### config.mk
export PLATFORM = sky130hd
export DESIGN_NAME = crossbar_arb
export DESIGN_NICKNAME = d
export VERILOG_FILES = /design/src/rtl/crossbar_arb.sv
export SDC_FILE = /design/constraint.sdc
export NUM_CORES = 1
export LEC_CHECK = 0
export ABC_CLOCK_PERIOD_IN_PS = 3100
export CAP_MARGIN = 20
export CORE_UTILIZATION = 40
export CTS_CLUSTER_SIZE = 14
export DETAILED_ROUTE_END_ITERATION = 7
export PLACE_DENSITY_LB_ADDON = 0.15
export SETUP_SLACK_MARGIN = 0.4
export SLEW_MARGIN = 20
export SYNTH_ARGS = -nofsm -noshare
export SYNTH_HDL_FRONTEND = slang
export SYNTH_SLANG_ARGS = --single-unit
export TNS_END_PERCENT = 5
### constraint.sdc
create_clock -name clk -period 3.1 [get_ports clk]
set_input_delay 0.465 -clock clk [delete_from_list [all_inputs] [get_ports clk]]
set_output_delay 0.465 -clock clk [all_outputs]
set_load 0.05 [all_outputs]
### src/rtl/crossbar_arb.sv
// crossbar_arb
//
// N_PORTS x N_PORTS registered crossbar switch with a valid/ready handshake on
// every input and every output. Each input carries its own destination index.
// Each output has its own arbiter and a one-entry output register, so every
// output can move one word per cycle. That includes the cycle in which the held
// word drains and a new word loads.
//
// Configuration macro:
//   CROSSBAR_RR_EN  defined   -> round-robin arbitration per output. Each output
//                                keeps a pointer to the input after its last grant.
//                   undefined -> fixed priority. The lowest-indexed requester wins
//                                and no pointer registers exist.
//
// Ports:
//   clk        - single clock, rising edge
//   rst_n      - asynchronous active-low reset
//   in_valid   - per-input request
//   in_data    - input i word at [i*WIDTH +: WIDTH]
//   in_dest    - input i target output at [i*DW +: DW]
//   in_ready   - input i word is accepted this cycle (combinational)
//   out_valid  - output register o holds a word
//   out_data   - registered word of output o at [o*WIDTH +: WIDTH]
//   out_src    - index of the input that produced output o's word
//   out_ready  - consumer of output o takes the word this cycle

module crossbar_arb #(
    parameter int  N_PORTS = 4,
    parameter int  WIDTH   = 8,
    localparam int DW      = $clog2(N_PORTS)
) (
    input  logic                    clk,
    input  logic                    rst_n,
    input  logic [N_PORTS-1:0]      in_valid,
    input  logic [N_PORTS*WIDTH-1:0] in_data,
    input  logic [N_PORTS*DW-1:0]   in_dest,
    output logic [N_PORTS-1:0]      in_ready,
    output logic [N_PORTS-1:0]      out_valid,
    output logic [N_PORTS*WIDTH-1:0] out_data,
    output logic [N_PORTS*DW-1:0]   out_src,
    input  logic [N_PORTS-1:0]      out_ready
);

    logic [N_PORTS-1:0] out_free;
    logic [N_PORTS-1:0] gnt_any;
    logic [DW-1:0]      gnt_idx [N_PORTS];
    logic [N_PORTS-1:0] load;

`ifdef CROSSBAR_RR_EN
    logic [DW-1:0]      ptr [N_PORTS];
`endif

    // An output can accept a new word when it is empty, or when its held word
    // leaves this same cycle. This is what gives full throughput under drain.
    assign out_free = ~out_valid | out_ready;
    assign load     = out_free & gnt_any;

    // Per-output arbiter. The search starts at the pointer (round robin) or at
    // input 0 (fixed priority) and wraps. The first matching requester wins.
    // Destinations >= N_PORTS never match any output, so such inputs stall.
    always_comb begin
        int            pos;
        logic [DW-1:0] idx;
        pos = 0;
        idx = '0;
        for (int o = 0; o < N_PORTS; o++) begin
            gnt_any[o] = 1'b0;
            gnt_idx[o] = '0;
            for (int k = 0; k < N_PORTS; k++) begin
`ifdef CROSSBAR_RR_EN
                pos = int'(ptr[o]) + k;
                if (pos >= N_PORTS) begin
                    pos = pos - N_PORTS;
                end
`else
                pos = k;
`endif
                idx = DW'(pos);
                if (!gnt_any[o] && in_valid[idx] &&
                    (in_dest[int'(idx)*DW +: DW] == DW'(o))) begin
                    gnt_any[o] = 1'b1;
                    gnt_idx[o] = idx;
                end
            end
        end
    end

    // An input has exactly one destination, so at most one output can grant it.
    // Holding in_ready low during reset keeps sources from losing words.
    always_comb begin
        in_ready = '0;
        for (int o = 0; o < N_PORTS; o++) begin
            if (rst_n && load[o]) begin
                in_ready[gnt_idx[o]] = 1'b1;
            end
        end
    end

    // Output registers. A free output either loads the granted word or goes
    // empty. A stalled output keeps its data and src stable.
    always_ff @(posedge clk or negedge rst_n) begin
        if (!rst_n) begin
            out_valid <= '0;
            out_data  <= '0;
            out_src   <= '0;
        end else begin
            for (int o = 0; o < N_PORTS; o++) begin
                if (out_free[o]) begin
                    out_valid[o] <= gnt_any[o];
                end
                if (load[o]) begin
                    out_data[o*WIDTH +: WIDTH] <= in_data[int'(gnt_idx[o])*WIDTH +: WIDTH];
                    out_src[o*DW +: DW]        <= gnt_idx[o];
                end
            end
        end
    end

`ifdef CROSSBAR_RR_EN
    // After a grant, the pointer moves just past the winner, so the winner has
    // the lowest priority next time. The pointer only moves on a grant.
    always_ff @(posedge clk or negedge rst_n) begin
        if (!rst_n) begin
            for (int o = 0; o < N_PORTS; o++) begin
                ptr[o] <= '0;
            end
        end else begin
            for (int o = 0; o < N_PORTS; o++) begin
                if (load[o]) begin
                    ptr[o] <= (gnt_idx[o] == DW'(N_PORTS - 1)) ? '0 : gnt_idx[o] + 1'b1;
                end
            end
        end
    end
`endif

endmodule

## Yosys cells after proc, flatten, opt, wreduce, memory -nomap -nowiden

Cells that the tools add are included.

| word-level totals | value |
|---|---|
| flip-flop bits (word level) | 44 |
| input bits | 50 |

| cells by class | value |
|---|---|
| magnitude comparators | 8 |
| equal/unequal tests | 12 |
| shift operators | 4 |
| mux-type cells | 40 |
| bitwise operators | 6 |
| reduce and logical (&&, ||, !) cells | 52 |

Operators with widths:

| kind | count |
|---|---|
| indexed part select 32 x 6 -> 8 bit | 4 |
| logical AND 1 bit | 36 |
| two-way mux 1 bit | 24 |
| == test 2 bit (second input constant) | 8 |
| two-way mux 2 bit | 8 |
| two-way mux 4 bit | 4 |
| bitwise OR 4 bit | 4 |
| logical NOT 1 bit | 12 |
| less-than comparator 2 x 3 -> 1 bit (second input constant) | 4 |
| demux 1 bit (select 2 bit) | 4 |
| == test 2 x 1 -> 1 bit (second input constant) | 4 |
| >= comparator 2 x 1 -> 1 bit (second input constant) | 4 |
| logical NOT 2 bit | 4 |
| AND 4 bit | 1 |
| inverter 4 bit | 1 |

## Longest topological paths before layout

| logic depth | value |
|---|---|
| depth after elaboration | 26 |
| gate-level depth with buffers | 6 |
| mapped depth without buffers | 4 |

## Worst setup path before layout

No wires, ideal clock.

| timing | value |
|---|---|
| path kind | input to output |
| from | input port in_dest[0] |
| to | output port in_ready[1] |
| data arrival time | 2.183 ns |
| path slack | 0.452 ns |
| stages | 6 |
| path buffers | 2 |
| cells stage by stage | buf_2 > and3b_1 > buf_6 > nor2_1 > a222oi_1 > o22ai_1 |

| between the ends | value |
|---|---|
| word-level cells in the longest chain between the ends | 26 |

Ends and longest elaborated chain:

| item | RTL line | text |
|---|---|---|
| start: declaration | 36 | `input logic [N_PORTS*DW-1:0] in_dest,` |
| logical NOT 2 bit | 80 | `(in_dest[int'(idx)*DW +: DW] == DW'(o))) begin` |
| logical AND 1 bit | 79 | `if (!gnt_any[o] && in_valid[idx] &&` |
| two-way mux 1 bit | 79 |  |
| logical NOT 1 bit | 79 |  |
| logical AND 1 bit (2 in series) | 79 |  |
| two-way mux 1 bit | 79 |  |
| logical NOT 1 bit | 79 |  |
| logical AND 1 bit (2 in series) | 79 |  |
| [... 8 more ...] | -- |  |
| demux 1 bit (select 2 bit) | 94 | `in_ready[gnt_idx[o]] = 1'b1;` |
| two-way mux 4 bit | 93 | `if (rst_n && load[o]) begin` |
| bitwise OR 4 bit (no line) | -- |  |
| two-way mux 4 bit | 93 |  |
| bitwise OR 4 bit (no line) | -- |  |
| two-way mux 4 bit | 93 |  |
| bitwise OR 4 bit (no line) | -- |  |
| two-way mux 4 bit (*) | 93 |  |
| end: declaration | 37 | `output logic [N_PORTS-1:0] in_ready,` |

Mark *: on every way between the ends. The rest lies on a longest branch, timed or not.

## Worst setup path after layout

| timing | value |
|---|---|
| from | input port in_dest[6] |
| to | output port in_ready[3] |

| between the ends | value |
|---|---|
| word-level cells in the longest chain between the ends | 14 |

Ends and longest elaborated chain:

| item | RTL line |
|---|---|
| logical NOT 2 bit | 80 |
| logical AND 1 bit | 79 |
| two-way mux 2 bit | 79 |
| less-than comparator 2 x 3 -> 1 bit (implied by the code) / >= comparator 2 x 1 -> 1 bit (equally long branches) | 94 |
| logical AND 1 bit (implied by the code) | 94 |
| two-way mux 1 bit (implied by the code) | 94 |
| demux 1 bit (select 2 bit) | 94 |
| two-way mux 4 bit | 93 |
| bitwise OR 4 bit (no line) | -- |
| two-way mux 4 bit | 93 |
| bitwise OR 4 bit (no line) | -- |
| two-way mux 4 bit | 93 |
| bitwise OR 4 bit (no line) | -- |
| two-way mux 4 bit (*) | 93 |

Marked as above.

==> out/metrics.yaml <==
outcome:
  outcome: "finished, final reports clean"
layout:
  antennaDiodeCount: 0
  area_delta_synth_final_pct: 45.0
  fillers: 624
  drive_gt1_frac: 0.132
  nets: 497
setup_path:
  critical_path.top_delay_family: "simple AND/OR/NAND/NOR gates"
  slowest_stage: "or4_4"
  crit_chain: "clkdlybuf4s50_1 > or3b_4 > nor4_4 > and3_1 > or4_4 > buf_8"
  cpPeakStageDelay_ps: 550
  worst-setup-path-type: "primary input to output port"
  crit_required_ps: 2630
  cp-end-kind: "output port"
  cp_max_fo: 5
  start_kind: "primary input"
  critPathBufInv: 2
  crit_arrival_ps: 2160
cts:
  cts_root_buf: "clkbuf_8"
  hold_buffers: 0
  clkSinkCount: 44
  clk_pin_slew_ps: 90
  clock_path_buffers: 2
  numCtsBuffers: 5
  clk_latency_ps: 310
  htree_levels: 2
  cts_tree: "done"
power_and_ir_drop:
  ir_worst_vdd_mv: 0.322
  p_sw_mw: 1.11
  p_int_mw: 1.39
  comb_power_share: 0.507
  p_leak_nw: 1.70
  p_clk_frac: 0.180
  switching_share: 0.444
  powerDensity_nw_per_um2: 586
  seqPwrFrac: 0.313
floorplan:
  io_pins: 98
  die_area_sq_um: 7710
  fp.dieW_microns: 87.8
  die_y_microns: 87.8
  core_sq_um: 6940
  initial_core_util: 0.424
  num_rows: 30
global_routing:
  grt_use_met3: 0.0509
  grt_start_max_net_pins: 30
  busiest_layer: "met2"
  grt_pass1_wl_microns: 17100
  met1_usage: 0.381
  antenna_found_initial: 0
  grt_overflow: 0
  grt_usage: 0.296
  grt_util_met2: 0.486
  grt_pass1_vias: 3287
logic_synthesis:
  yosys_warnings: 0
  synth_fp_nets: 389
  synth-edff-count: 0
  netlist_top_cells_area: "dfrtp_1 37%, a31oi_1 6.8%, a222oi_1 5.8%, nand2_1 5.1%, nor2_1 5.1%"
  synth-seq-cells: 44
  synth_ff_type: "dfrtp_1"
  syn_area_per_cell_sq_um: 8.69
  syn_area_sq_um: 2950
  seq_area_frac_synth: 0.374
  synth.most_common_cell: "dfrtp_1"
  synth.top_cell.area_share: 0.374
  ys_types: 46
  netlist_instances: 339
  synthArstFlopShare: 1.00
  synth_common_cells: "44 x dfrtp_1, 40 x nand2_1, 40 x nor2_1, 32 x a31oi_1, 18 x a21oi_1"
  synth_top_area_cell: "dfrtp_1"
route:
  ant_nets: 0
  routedWlPerCell_microns: 20.2
  vias_per_cell: 6.08
  drcViolationCount: 0
  first_pass_iters: 7
  first_iter_violations: 386
  drt-total-wl_microns: 11000
  vias: 3309
placed_design:
  dp_slack_ps: 133
  dpl.hpwl_microns: 8130
  port_buffers: 97
  gp_congestion: 0.891
sta:
  rsz0062_at_grt: "false"
  setup_viol: 0
  slew_headroom: 0.489
  period_share: 0.846
  finClkSkew_ps: 11.6
  fmax_ghz: 0.381
  finalWorstSetupSlack_ps: 478
  min_period_ps: 2620
  worst_pin_slew_ps: 763
  setup_tns_ps: 0
  slew_viol_final: 0
  finalHoldViolations: 0
hold_path:
  worst_hold_path_type: "primary input to async pin"
run:
  drv_cap: 0
-- kinds of logic after synthesis --
| logic type | share of synthesized area |
|---|---|
| and+or+nand+nor | 0.280 |
| AOI/OAI and AO/OA | 0.289 |
| DFF | 0.374 |
| buffers and inverters | 0.0480 |
| muxes | 0.00892 |
-- per-stage QoR --
stage,cell area [sq um],util,std cells,power (mW),hold WS (ps)
final,4270,0.615,544,2.50,260
after global routing,4270,0.615,544,2.62,279
after CTS,4260,0.614,543,2.51,262
after detailed placement,4070,0.586,529,2.05,500
after global placement,4070,0.586,529,2.05,496
after floorplan,2950,-,339,1.57,169
-- layout by cell type (no fill, tap or decap), types with 9 or more instances in the layout --
| master | n |
|---|---|
| o21ai_0 | 10 |
| nand3_1 | 16 |
| a222oi_1 | 17 |
| a31oi_1 | 32 |
| inv_1 | 10 |
| buf_4 | 27 |
| dlygate4sd2_1 | 9 |
| nand2_1 | 40 |
| nor2_1 | 40 |
| a21oi_1 | 18 |
| dfrtp_1 | 44 |
| clkdlybuf4s50_1 | 82 |
-- cell type report --
type | instances | area, sq um | share of cell area
Clock inverter | 2 | 35.0 | 0.00820
Sequential cell | 44 | 1100 | 0.258
Timing Repair Buffer | 123 | 1170 | 0.273
Inverter | 10 | 37.5 | 0.00879
Clock buffer | 6 | 72.6 | 0.0170
Tap cell | 96 | 120 | 0.0281
Multi-Input combinational cell | 263 | 1740 | 0.407
-- final timing paths --
check / from / endpoint / slack [ps] / cells past startpoint
min in group clk: out_src[0] / out_src[0] / 520 / 1
max: in_dest[6] / in_ready[3] / 480 / 6
max in group asynchronous: rst_n / out_src[0] / 2520 / 2
min: rst_n / out_data[25] / 260 / 2
max reg2reg: out_valid[3] / out_src[6] / 1540 / 4
min reg2reg: out_src[0] / out_src[0] / 520 / 1
-- routing by layer --
| metal | up-vias | part of all wire | wire length [microns] |
|---|---|---|---|
| li1 | 1527 | - | - |
| met1 | 1557 | 0.42 | 4590 |
| met4 | 0 | 0.037 | 403 |
| met3 | 38 | 0.075 | 825 |
| met5 | - | 0 | 0 |
| met2 | 187 | 0.47 | 5160 |
-- power groups by stage --
| stage | Combinational [mW] | Sequential [mW] | Clock (mW) |
|---|---|---|---|
| after detailed placement | 1.26 | 0.796 | 0 |
| after global placement | 1.26 | 0.791 | 0 |
| after floorplan | 0.300 | 1.27 | 0 |
| final | 1.27 | 0.783 | 0.450 |
| after global routing | 1.34 | 0.800 | 0.477 |
| after CTS | 1.27 | 0.785 | 0.452 |
-- registers in the layout, indices dropped and copies added (netlist names) --
signal,cells
out_data,32
out_src,8
out_valid,4
-- repair_timing --
item,in CTS,in global routing
pin swaps,1,0
gates resized for setup,21,1
setup endpoints to repair,2,1
endpoints found under the hold margin,0,0
buffers inserted,6,1
Power figures use the tool's default switching activity.
